**src/rtl/cache_axi_pkg.sv**
```systemverilog
// Shared types for the two-port cache-to-AXI arbiter: FSM encodings, AXI response codes, port indices.
// No logic, so no latency; flow control lives in the arbiter itself.
package cache_axi_pkg;

  typedef enum logic [1:0] {
    R_IDLE = 2'd0,
    R_ADDR = 2'd1,
    R_DATA = 2'd2
  } rd_state_t;

  typedef enum logic [1:0] {
    W_IDLE = 2'd0,
    W_ADDR = 2'd1,
    W_DATA = 2'd2,
    W_RESP = 2'd3
  } wr_state_t;

  localparam logic [1:0] OKAY   = 2'b00;
  localparam logic [1:0] EXOKAY = 2'b01;
  localparam logic [1:0] SLVERR = 2'b10;
  localparam logic [1:0] DECERR = 2'b11;

  localparam logic PORT_S0 = 1'b0;  // instruction-cache miss handler
  localparam logic PORT_S1 = 1'b1;  // data-cache miss handler

  // Master-side transaction id encodes the owning port.
  function automatic logic [3:0] owner_id(input logic owner);
    return {3'b000, owner};
  endfunction

endpackage

```
**src/rtl/axi_arb2.sv**
```systemverilog
// Two-requester grant logic with a registered owner; fixed priority (port 1) or round-robin with ARB_RR_EN.
// Owner updates one cycle after load; requests are only sampled, never held or acknowledged here.
module axi_arb2
  import cache_axi_pkg::*;
(
  input  logic       clk,
  input  logic       rst,
  input  logic [1:0] req,
  input  logic       load,
  output logic       owner
);

  logic grant;

`ifdef ARB_RR_EN
  logic last;

  // Last-granted starts at 1 so the first contested grant goes to port 0.
  always_ff @(posedge clk) begin
    if (rst) begin
      last <= 1'b1;
    end else if (load && (|req)) begin
      last <= grant;
    end
  end

  always_comb begin
    grant = req[1] ? PORT_S1 : PORT_S0;
    if (req == 2'b11) begin
      grant = ~last;
    end
  end
`else
  assign grant = req[1] ? PORT_S1 : PORT_S0;
`endif

  always_ff @(posedge clk) begin
    if (rst) begin
      owner <= PORT_S0;
    end else if (load && (|req)) begin
      owner <= grant;
    end
  end

endmodule

```
**src/rtl/cache_axi_arbiter.sv**
```systemverilog
// Arbitrates I-cache (s0) and D-cache (s1) AXI3 masters onto one memory port; read and write channels independent. ARB_RR_EN selects round-robin.
// One cycle of arbitration latency per burst; beats are then passed through combinationally with no buffering.
// Backpressure passes straight through for the owner; the non-owner sees ready/valid held at 0 until the burst ends.
module cache_axi_arbiter
  import cache_axi_pkg::*;
#(
  parameter int ADDR_W = 32,
  parameter int DATA_W = 32
) (
  input  logic              clk,
  input  logic              rst,
  // slave port 0
  input  logic              s0_arvalid,
  output logic              s0_arready,
  input  logic [ADDR_W-1:0] s0_araddr,
  input  logic [7:0]        s0_arlen,
  input  logic [2:0]        s0_arsize,
  input  logic [1:0]        s0_arburst,
  output logic              s0_rvalid,
  input  logic              s0_rready,
  output logic [DATA_W-1:0] s0_rdata,
  output logic [1:0]        s0_rresp,
  output logic              s0_rlast,
  output logic [3:0]        s0_rid,
  input  logic              s0_awvalid,
  output logic              s0_awready,
  input  logic [ADDR_W-1:0] s0_awaddr,
  input  logic [7:0]        s0_awlen,
  input  logic [2:0]        s0_awsize,
  input  logic [1:0]        s0_awburst,
  input  logic              s0_wvalid,
  output logic              s0_wready,
  input  logic [DATA_W-1:0] s0_wdata,
  input  logic [3:0]        s0_wstrb,
  input  logic              s0_wlast,
  output logic              s0_bvalid,
  input  logic              s0_bready,
  output logic [1:0]        s0_bresp,
  output logic [3:0]        s0_bid,
  // slave port 1
  input  logic              s1_arvalid,
  output logic              s1_arready,
  input  logic [ADDR_W-1:0] s1_araddr,
  input  logic [7:0]        s1_arlen,
  input  logic [2:0]        s1_arsize,
  input  logic [1:0]        s1_arburst,
  output logic              s1_rvalid,
  input  logic              s1_rready,
  output logic [DATA_W-1:0] s1_rdata,
  output logic [1:0]        s1_rresp,
  output logic              s1_rlast,
  output logic [3:0]        s1_rid,
  input  logic              s1_awvalid,
  output logic              s1_awready,
  input  logic [ADDR_W-1:0] s1_awaddr,
  input  logic [7:0]        s1_awlen,
  input  logic [2:0]        s1_awsize,
  input  logic [1:0]        s1_awburst,
  input  logic              s1_wvalid,
  output logic              s1_wready,
  input  logic [DATA_W-1:0] s1_wdata,
  input  logic [3:0]        s1_wstrb,
  input  logic              s1_wlast,
  output logic              s1_bvalid,
  input  logic              s1_bready,
  output logic [1:0]        s1_bresp,
  output logic [3:0]        s1_bid,
  // master port
  output logic              m_arvalid,
  input  logic              m_arready,
  output logic [ADDR_W-1:0] m_araddr,
  output logic [7:0]        m_arlen,
  output logic [2:0]        m_arsize,
  output logic [1:0]        m_arburst,
  output logic [3:0]        m_arid,
  input  logic              m_rvalid,
  output logic              m_rready,
  input  logic [DATA_W-1:0] m_rdata,
  input  logic [1:0]        m_rresp,
  input  logic              m_rlast,
  input  logic [3:0]        m_rid,
  output logic              m_awvalid,
  input  logic              m_awready,
  output logic [ADDR_W-1:0] m_awaddr,
  output logic [7:0]        m_awlen,
  output logic [2:0]        m_awsize,
  output logic [1:0]        m_awburst,
  output logic [3:0]        m_awid,
  output logic              m_wvalid,
  input  logic              m_wready,
  output logic [DATA_W-1:0] m_wdata,
  output logic [3:0]        m_wstrb,
  output logic              m_wlast,
  input  logic              m_bvalid,
  output logic              m_bready,
  input  logic [1:0]        m_bresp,
  input  logic [3:0]        m_bid,
  // debug
  output logic              rd_owner,
  output logic              wr_owner
);

  rd_state_t rd_state, rd_next;
  wr_state_t wr_state, wr_next;
  logic      rd_load, wr_load;
  logic      rd_addr_ph, rd_data_ph, wr_addr_ph, wr_data_ph, wr_resp_ph;

  axi_arb2 u_rd_arb (
    .clk   (clk),
    .rst   (rst),
    .req   ({s1_arvalid, s0_arvalid}),
    .load  (rd_load),
    .owner (rd_owner)
  );

  axi_arb2 u_wr_arb (
    .clk   (clk),
    .rst   (rst),
    .req   ({s1_awvalid, s0_awvalid}),
    .load  (wr_load),
    .owner (wr_owner)
  );

  always_ff @(posedge clk) begin
    if (rst) begin
      rd_state <= R_IDLE;
      wr_state <= W_IDLE;
    end else begin
      rd_state <= rd_next;
      wr_state <= wr_next;
    end
  end

  always_comb begin
    rd_next = rd_state;
    rd_load = 1'b0;
    case (rd_state)
      R_IDLE: if (s0_arvalid || s1_arvalid) begin
        rd_load = 1'b1;
        rd_next = R_ADDR;
      end
      R_ADDR: if (m_arvalid && m_arready) rd_next = R_DATA;
      R_DATA: if (m_rvalid && m_rready && m_rlast) rd_next = R_IDLE;
      default: rd_next = R_IDLE;
    endcase
  end

  always_comb begin
    wr_next = wr_state;
    wr_load = 1'b0;
    case (wr_state)
      W_IDLE: if (s0_awvalid || s1_awvalid) begin
        wr_load = 1'b1;
        wr_next = W_ADDR;
      end
      W_ADDR: if (m_awvalid && m_awready) wr_next = W_DATA;
      W_DATA: if (m_wvalid && m_wready && m_wlast) wr_next = W_RESP;
      W_RESP: if (m_bvalid && m_bready) wr_next = W_IDLE;
      default: wr_next = W_IDLE;
    endcase
  end

  // Phase qualifiers are gated by rst so the bus goes quiet in the reset cycle itself.
  assign rd_addr_ph = !rst && (rd_state == R_ADDR);
  assign rd_data_ph = !rst && (rd_state == R_DATA);
  assign wr_addr_ph = !rst && (wr_state == W_ADDR);
  assign wr_data_ph = !rst && (wr_state == W_DATA);
  assign wr_resp_ph = !rst && (wr_state == W_RESP);

  // Read address
  assign m_arvalid  = rd_addr_ph && (rd_owner ? s1_arvalid : s0_arvalid);
  assign m_araddr   = rd_owner ? s1_araddr  : s0_araddr;
  assign m_arlen    = rd_owner ? s1_arlen   : s0_arlen;
  assign m_arsize   = rd_owner ? s1_arsize  : s0_arsize;
  assign m_arburst  = rd_owner ? s1_arburst : s0_arburst;
  assign m_arid     = owner_id(rd_owner);
  assign s0_arready = rd_addr_ph && (rd_owner == PORT_S0) && m_arready;
  assign s1_arready = rd_addr_ph && (rd_owner == PORT_S1) && m_arready;

  // Read data: routed by the registered owner, the returned rid is only passed along.
  assign m_rready  = rd_data_ph && (rd_owner ? s1_rready : s0_rready);
  assign s0_rvalid = rd_data_ph && (rd_owner == PORT_S0) && m_rvalid;
  assign s1_rvalid = rd_data_ph && (rd_owner == PORT_S1) && m_rvalid;
  assign s0_rdata  = m_rdata;
  assign s1_rdata  = m_rdata;
  assign s0_rresp  = m_rresp;
  assign s1_rresp  = m_rresp;
  assign s0_rlast  = m_rlast;
  assign s1_rlast  = m_rlast;
  assign s0_rid    = m_rid;
  assign s1_rid    = m_rid;

  // Write address
  assign m_awvalid  = wr_addr_ph && (wr_owner ? s1_awvalid : s0_awvalid);
  assign m_awaddr   = wr_owner ? s1_awaddr  : s0_awaddr;
  assign m_awlen    = wr_owner ? s1_awlen   : s0_awlen;
  assign m_awsize   = wr_owner ? s1_awsize  : s0_awsize;
  assign m_awburst  = wr_owner ? s1_awburst : s0_awburst;
  assign m_awid     = owner_id(wr_owner);
  assign s0_awready = wr_addr_ph && (wr_owner == PORT_S0) && m_awready;
  assign s1_awready = wr_addr_ph && (wr_owner == PORT_S1) && m_awready;

  // Write data
  assign m_wvalid  = wr_data_ph && (wr_owner ? s1_wvalid : s0_wvalid);
  assign m_wdata   = wr_owner ? s1_wdata : s0_wdata;
  assign m_wstrb   = wr_owner ? s1_wstrb : s0_wstrb;
  assign m_wlast   = wr_owner ? s1_wlast : s0_wlast;
  assign s0_wready = wr_data_ph && (wr_owner == PORT_S0) && m_wready;
  assign s1_wready = wr_data_ph && (wr_owner == PORT_S1) && m_wready;

  // Write response: any bresp value closes the burst.
  assign m_bready  = wr_resp_ph && (wr_owner ? s1_bready : s0_bready);
  assign s0_bvalid = wr_resp_ph && (wr_owner == PORT_S0) && m_bvalid;
  assign s1_bvalid = wr_resp_ph && (wr_owner == PORT_S1) && m_bvalid;
  assign s0_bresp  = m_bresp;
  assign s1_bresp  = m_bresp;
  assign s0_bid    = m_bid;
  assign s1_bid    = m_bid;

endmodule

```
**config.mk**
```make
export PLATFORM = sky130hd
export DESIGN_NAME = cache_axi_arbiter
export DESIGN_NICKNAME = d
export VERILOG_FILES = /design/src/rtl/cache_axi_pkg.sv /design/src/rtl/axi_arb2.sv /design/src/rtl/cache_axi_arbiter.sv
export SDC_FILE = /design/constraint.sdc
export NUM_CORES = 1
export LEC_CHECK = 0
export CAP_MARGIN = 0
export CORE_AREA = 2 2 219 221
export DETAILED_ROUTE_END_ITERATION = 7
export DIE_AREA = 0 0 221 223
export PLACE_DENSITY_LB_ADDON = 0.15
export SLEW_MARGIN = 20
export SYNTH_ARGS = -nofsm -noshare
export SYNTH_HDL_FRONTEND = slang
export SYNTH_SLANG_ARGS = --single-unit
```
**constraint.sdc**
```tcl
create_clock -name clk -period 2.9 [get_ports clk]
set_input_delay 0.87 -clock clk [delete_from_list [all_inputs] [get_ports clk]]
set_output_delay 0.87 -clock clk [all_outputs]
set_load 0.02 [all_outputs]
```
==> report_table.html <==
<table>
<tr><th>Metric</th><th>Value</th></tr>
<tr><th colspan="2">Drt</th></tr>
<tr><td>Count of unresolved DRC violations after routing</td><td>0</td></tr>
<tr><td>Via density</td><td>2.844</td></tr>
<tr><td>Number of antenna-violating nets in the routed design</td><td>0</td></tr>
<tr><td>Wire length per cell after detailed routing</td><td>15.13 microns</td></tr>
<tr><td>Iter 0 DRT Violations</td><td>56</td></tr>
<tr><td>Total length of routed wires</td><td>19220 microns</td></tr>
<tr><td>Detailed Routing Iterations Pass 1</td><td>4</td></tr>
<tr><td>Via Count</td><td>3612</td></tr>
<tr><th colspan="2">Die</th></tr>
<tr><td>Core region area</td><td>47150 sq um</td></tr>
<tr><td>Die boundary width</td><td>221 microns</td></tr>
<tr><td>Initial standard-cell utilization of the core</td><td>0.05958</td></tr>
<tr><td>Full die area</td><td>49280 sq um</td></tr>
<tr><td>Chip Height</td><td>223 microns</td></tr>
<tr><td>Total number of placement rows</td><td>80</td></tr>
<tr><td>Number of top-level pins</td><td>558</td></tr>
<tr><th colspan="2">Flow run</th></tr>
<tr><td>Total of max-cap violations</td><td>0</td></tr>
<tr><th colspan="2">Critical path</th></tr>
<tr><td>Start of the worst register-to-register path</td><td>u_wr_arb.owner</td></tr>
<tr><td>Maximum fanout count along the critical path</td><td>1</td></tr>
<tr><td>Reg2Reg Setup Slack</td><td>0.78 ns</td></tr>
<tr><td>Critical path buffers and inverters</td><td>2</td></tr>
<tr><td>Reg2reg path depth</td><td>6</td></tr>
<tr><td>Cell family contributing the most delay on the critical path</td><td>buffers and inverters</td></tr>
<tr><td>Critical Path, Cell by Cell</td><td>clkdlybuf4s50_1 -&gt; mux2_2 -&gt; dlygate4sd2_1</td></tr>
<tr><td>Startpoint types</td><td>input port</td></tr>
<tr><td>Highest-delay cell along the critical path</td><td>sky130_fd_sc_hd__clkdlybuf4s50_1</td></tr>
<tr><td>Endpoint type of the worst setup path</td><td>primary output</td></tr>
<tr><td>Data required time of the worst path</td><td>2.03 ns</td></tr>
<tr><td>Critical path class</td><td>in -&gt; out</td></tr>
<tr><td>Delay contributed by the slowest stage of the critical path</td><td>0.50 ns</td></tr>
<tr><td>Endpoint arrival time on the critical path</td><td>1.99 ns</td></tr>
<tr><td>Worst R2R End</td><td>wr_state[0]</td></tr>
<tr><th colspan="2">Clock network</th></tr>
<tr><td>Latest clock arrival within the worst-skew pair</td><td>0.23 ns</td></tr>
<tr><td>Number of levels the H-tree was split into</td><td>1</td></tr>
<tr><td>Clock-pin slew on the worst setup and hold paths</td><td>0.04 ns</td></tr>
<tr><td>CTS Root Cell</td><td>sky130_fd_sc_hd__clkbuf_16</td></tr>
<tr><td>CTS tree</td><td>done</td></tr>
<tr><td>Number of buffers on the longest clock path</td><td>2</td></tr>
<tr><td>Cts bufs inserted</td><td>3</td></tr>
<tr><td>Clock sinks</td><td>6</td></tr>
<tr><th colspan="2">Layout</th></tr>
<tr><td>Total of fill cells in the finished design</td><td>5370</td></tr>
<tr><td>Post-layout instance area</td><td>7182 sq um</td></tr>
<tr><td>Area delta synth-&gt;final</td><td>155.7%</td></tr>
<tr><td># nets final</td><td>974</td></tr>
<tr><td>Fraction of final layout cells sized beyond drive strength 1</td><td>0.2730</td></tr>
<tr><th colspan="2">Worst hold path</th></tr>
<tr><td>Hold_sp</td><td>wr_state[1]</td></tr>
<tr><td>Worst min-delay path endpoint</td><td>wr_state[1]</td></tr>
<tr><td>Cells on Worst Hold Path</td><td>2</td></tr>
<tr><td>Type of the most critical hold path</td><td>reg -&gt; reg</td></tr>
<tr><th colspan="2">Placement</th></tr>
<tr><td>Worst Setup Slack post-DPL</td><td>-0.4444 ns</td></tr>
<tr><td>Placed standard-cell area</td><td>7228 sq um</td></tr>
<tr><td>Placed wire-length estimate after detailed placement</td><td>17530 microns</td></tr>
<tr><td>Final estimated routing congestion in global placement</td><td>0.6811</td></tr>
<tr><td>Port Buf Inserts</td><td>419</td></tr>
<tr><th colspan="2">Pwr</th></tr>
<tr><td>Pwr per Cell Area</td><td>315.8 nW/um^2</td></tr>
<tr><td>Total power</td><td>2.268 mW</td></tr>
<tr><td>VDD IR-drop max</td><td>0.0001574 V</td></tr>
<tr><td>Leakage</td><td>2.753 nW</td></tr>
<tr><th colspan="2">Timing</th></tr>
<tr><td>Unrepaired setup endpoints after global routing</td><td>no</td></tr>
<tr><td>Final setup violating endpoints</td><td>0</td></tr>
<tr><td>Final setup margin</td><td>0.04291 ns</td></tr>
<tr><td>Time the worst path needs with I/O delays and setup</td><td>2.857 ns</td></tr>
<tr><td>Total count of max-transition violations in the final report</td><td>0</td></tr>
<tr><td>Clock Skew</td><td>0.0002477 ns</td></tr>
<tr><td>Period utilization</td><td>0.9852</td></tr>
<tr><td>Peak clock frequency supported by timing</td><td>0.3500 GHz</td></tr>
<tr><td>Final Hold Violating Endpoints</td><td>0</td></tr>
<tr><th colspan="2">GRT</th></tr>
<tr><td>Initial antenna violation count</td><td>5</td></tr>
<tr><td>GRT Resource Usage Total</td><td>0.07305</td></tr>
<tr><td>Maximum number of pins on one net before global-route repair</td><td>20</td></tr>
<tr><td>Gr ovfl total</td><td>0</td></tr>
<tr><td>Number of global-route vias before repair</td><td>3834</td></tr>
<tr><td>Global-route wire length before repair</td><td>26390 microns</td></tr>
<tr><th colspan="2">Logic synthesis</th></tr>
<tr><td>Sequential-to-total area share from yosys stat</td><td>0.04276</td></tr>
<tr><td>Yosys Warn Count</td><td>0</td></tr>
<tr><td>Library cells used by synthesis</td><td>27</td></tr>
<tr><td>Number of cells produced by synthesis</td><td>317</td></tr>
<tr><td>Register bit total from synthesis</td><td>6</td></tr>
<tr><td>Netlist area before placement</td><td>2809 sq um</td></tr>
<tr><td>Syn_area_per_cell</td><td>8.861 sq um</td></tr>
<tr><th colspan="2">Run status</th></tr>
<tr><td>Run status</td><td>completed</td></tr>
</table>
-- cell usage in the layout (no fill, tap or decap), types with 4 or more instances in the layout --
cell type,n
sky130_fd_sc_hd__buf_12,9
sky130_fd_sc_hd__buf_4,28
sky130_fd_sc_hd__clkdlybuf4s50_1,273
sky130_fd_sc_hd__conb_1,6
sky130_fd_sc_hd__dfxtp_1,4
sky130_fd_sc_hd__dlygate4sd2_1,128
sky130_fd_sc_hd__ha_1,5
sky130_fd_sc_hd__inv_1,10
sky130_fd_sc_hd__mux2_2,126
sky130_fd_sc_hd__mux2i_1,6
sky130_fd_sc_hd__nand2_1,4
sky130_fd_sc_hd__nor2_1,15
-- flip-flops by register name, indices dropped and copies added, names as in the netlist --
name            count
u_rd_arb.owner      1
wr_state            2
u_wr_arb.owner      1
rd_state            2
-- power by group --
group          internal, mW  switching (mW)
Combinational          1.03           0.843
Clock                 0.183          0.0521
Sequential            0.104          0.0568
-- cell type report --
cell class	count	area, sq um	area share
Clock buffer	4	78.83	0.01098
Antenna cell	3	7.507	0.001045
Timing Repair Buffer	442	4288	0.5970
Tap cell	615	769.5	0.1071
Inverter	10	37.54	0.005226
Multi-Input combinational cell	190	1876	0.2611
Sequential cell	6	125.1	0.01742
-- per-layer routing --
| layer | up-vias | routed length [microns] | share of wire | global-route usage |
|---|---|---|---|---|
| met2 | 349 | 10290 | 0.54 | 0.1440 |
| li1 | 1670 | - | - | - |
| met5 | - | 0 | 0 | 0 |
| met1 | 1574 | 6189 | 0.32 | 0.06637 |
| met4 | 0 | 300 | 0.016 | 0.01256 |
| met3 | 19 | 2439 | 0.13 | 0.03806 |
-- worst max path at each step --
stage,start,to,slack [ns],depth (start not counted)
3_5_place_dp,rst,s0_rvalid,-0.44,5
2_1_floorplan,rst,s0_bvalid,0.04,3
5_1_grt,s0_rready,m_rready,0.003,4
4_1_cts,rst,s1_awready,0.0009,6
3_3_place_gp,rst,s0_rvalid,-0.48,5
6_report,s0_wdata[1],m_wdata[1],0.04,3
-- Yosys cell counts --
master / count / area (sq um)
sky130_fd_sc_hd__nor3_1: 1 / 5.000
sky130_fd_sc_hd__o31ai_1: 1 / 7.510
sky130_fd_sc_hd__o32ai_1: 1 / 8.760
sky130_fd_sc_hd__nor3b_1: 2 / 15.01
sky130_fd_sc_hd__o31a_1: 2 / 17.52
sky130_fd_sc_hd__nor4b_1: 2 / 17.52
sky130_fd_sc_hd__nand3_1: 2 / 10.01
sky130_fd_sc_hd__clkbuf_1: 10 / 37.54
sky130_fd_sc_hd__o21bai_1: 1 / 7.510
sky130_fd_sc_hd__nor2b_1: 1 / 6.260
sky130_fd_sc_hd__buf_2: 7 / 35.03
sky130_fd_sc_hd__nor4_1: 2 / 12.51
sky130_fd_sc_hd__a2111oi_4: 1 / 27.53
sky130_fd_sc_hd__a21boi_0: 1 / 7.510
sky130_fd_sc_hd__nand2_1: 5 / 18.77
sky130_fd_sc_hd__buf_4: 99 / 743.2
sky130_fd_sc_hd__a22oi_1: 2 / 15.01
sky130_fd_sc_hd__ha_1: 5 / 62.56
sky130_fd_sc_hd__nand3b_1: 1 / 7.510
sky130_fd_sc_hd__mux2_2: 126 / 1419
sky130_fd_sc_hd__conb_1: 1 / 3.750
sky130_fd_sc_hd__dfxtp_1: 6 / 120.1
sky130_fd_sc_hd__nand2b_1: 3 / 18.77
sky130_fd_sc_hd__inv_1: 10 / 37.54
sky130_fd_sc_hd__o211ai_1: 1 / 7.510
sky130_fd_sc_hd__mux2i_1: 8 / 80.08
sky130_fd_sc_hd__nor2_1: 16 / 60.06
-- worst register-to-register path: cells and delay by family (launching register included) --
family	cells	cell delay (ns)
flops	1	0.57
compound gates	2	0.72
mux	2	0.36
buf+inv	2	0.40
-- what timing repair did --
action / in CTS / in global routing
hold buffers: 0 / 0
endpoints found under the hold margin: 0 / 0
buffers inserted: 0 / 0
gates resized for setup: 141 / 4
cloned: 0 / 0
endpoints found under the setup margin: 138 / 4
-- cell families after synthesis --
kind of cell               Yosys count  share of synthesized area
buffers and inverters              126                     0.3038
adders and majority gates            5                    0.02227
other                                1                   0.001335
AOI/OAI and AO/OA                   10                    0.03519
and+or+nand+nor                     35                    0.06103
DFF                                  6                    0.04276
muxes                              134                     0.5336
-- metrics by stage --
stage                       util  setup TNS [ns]  cells  hold WS, ns
after floorplan                -               0    322       0.4817
after global placement    0.1533          -11.22   1263       0.5159
after global routing      0.1522               0   1267       0.5383
final                     0.1523               0   1270       0.5148
after CTS                 0.1519               0   1267       0.5237
after detailed placement  0.1533          -10.83   1263       0.5163
(Power assumes the default switching activity.)
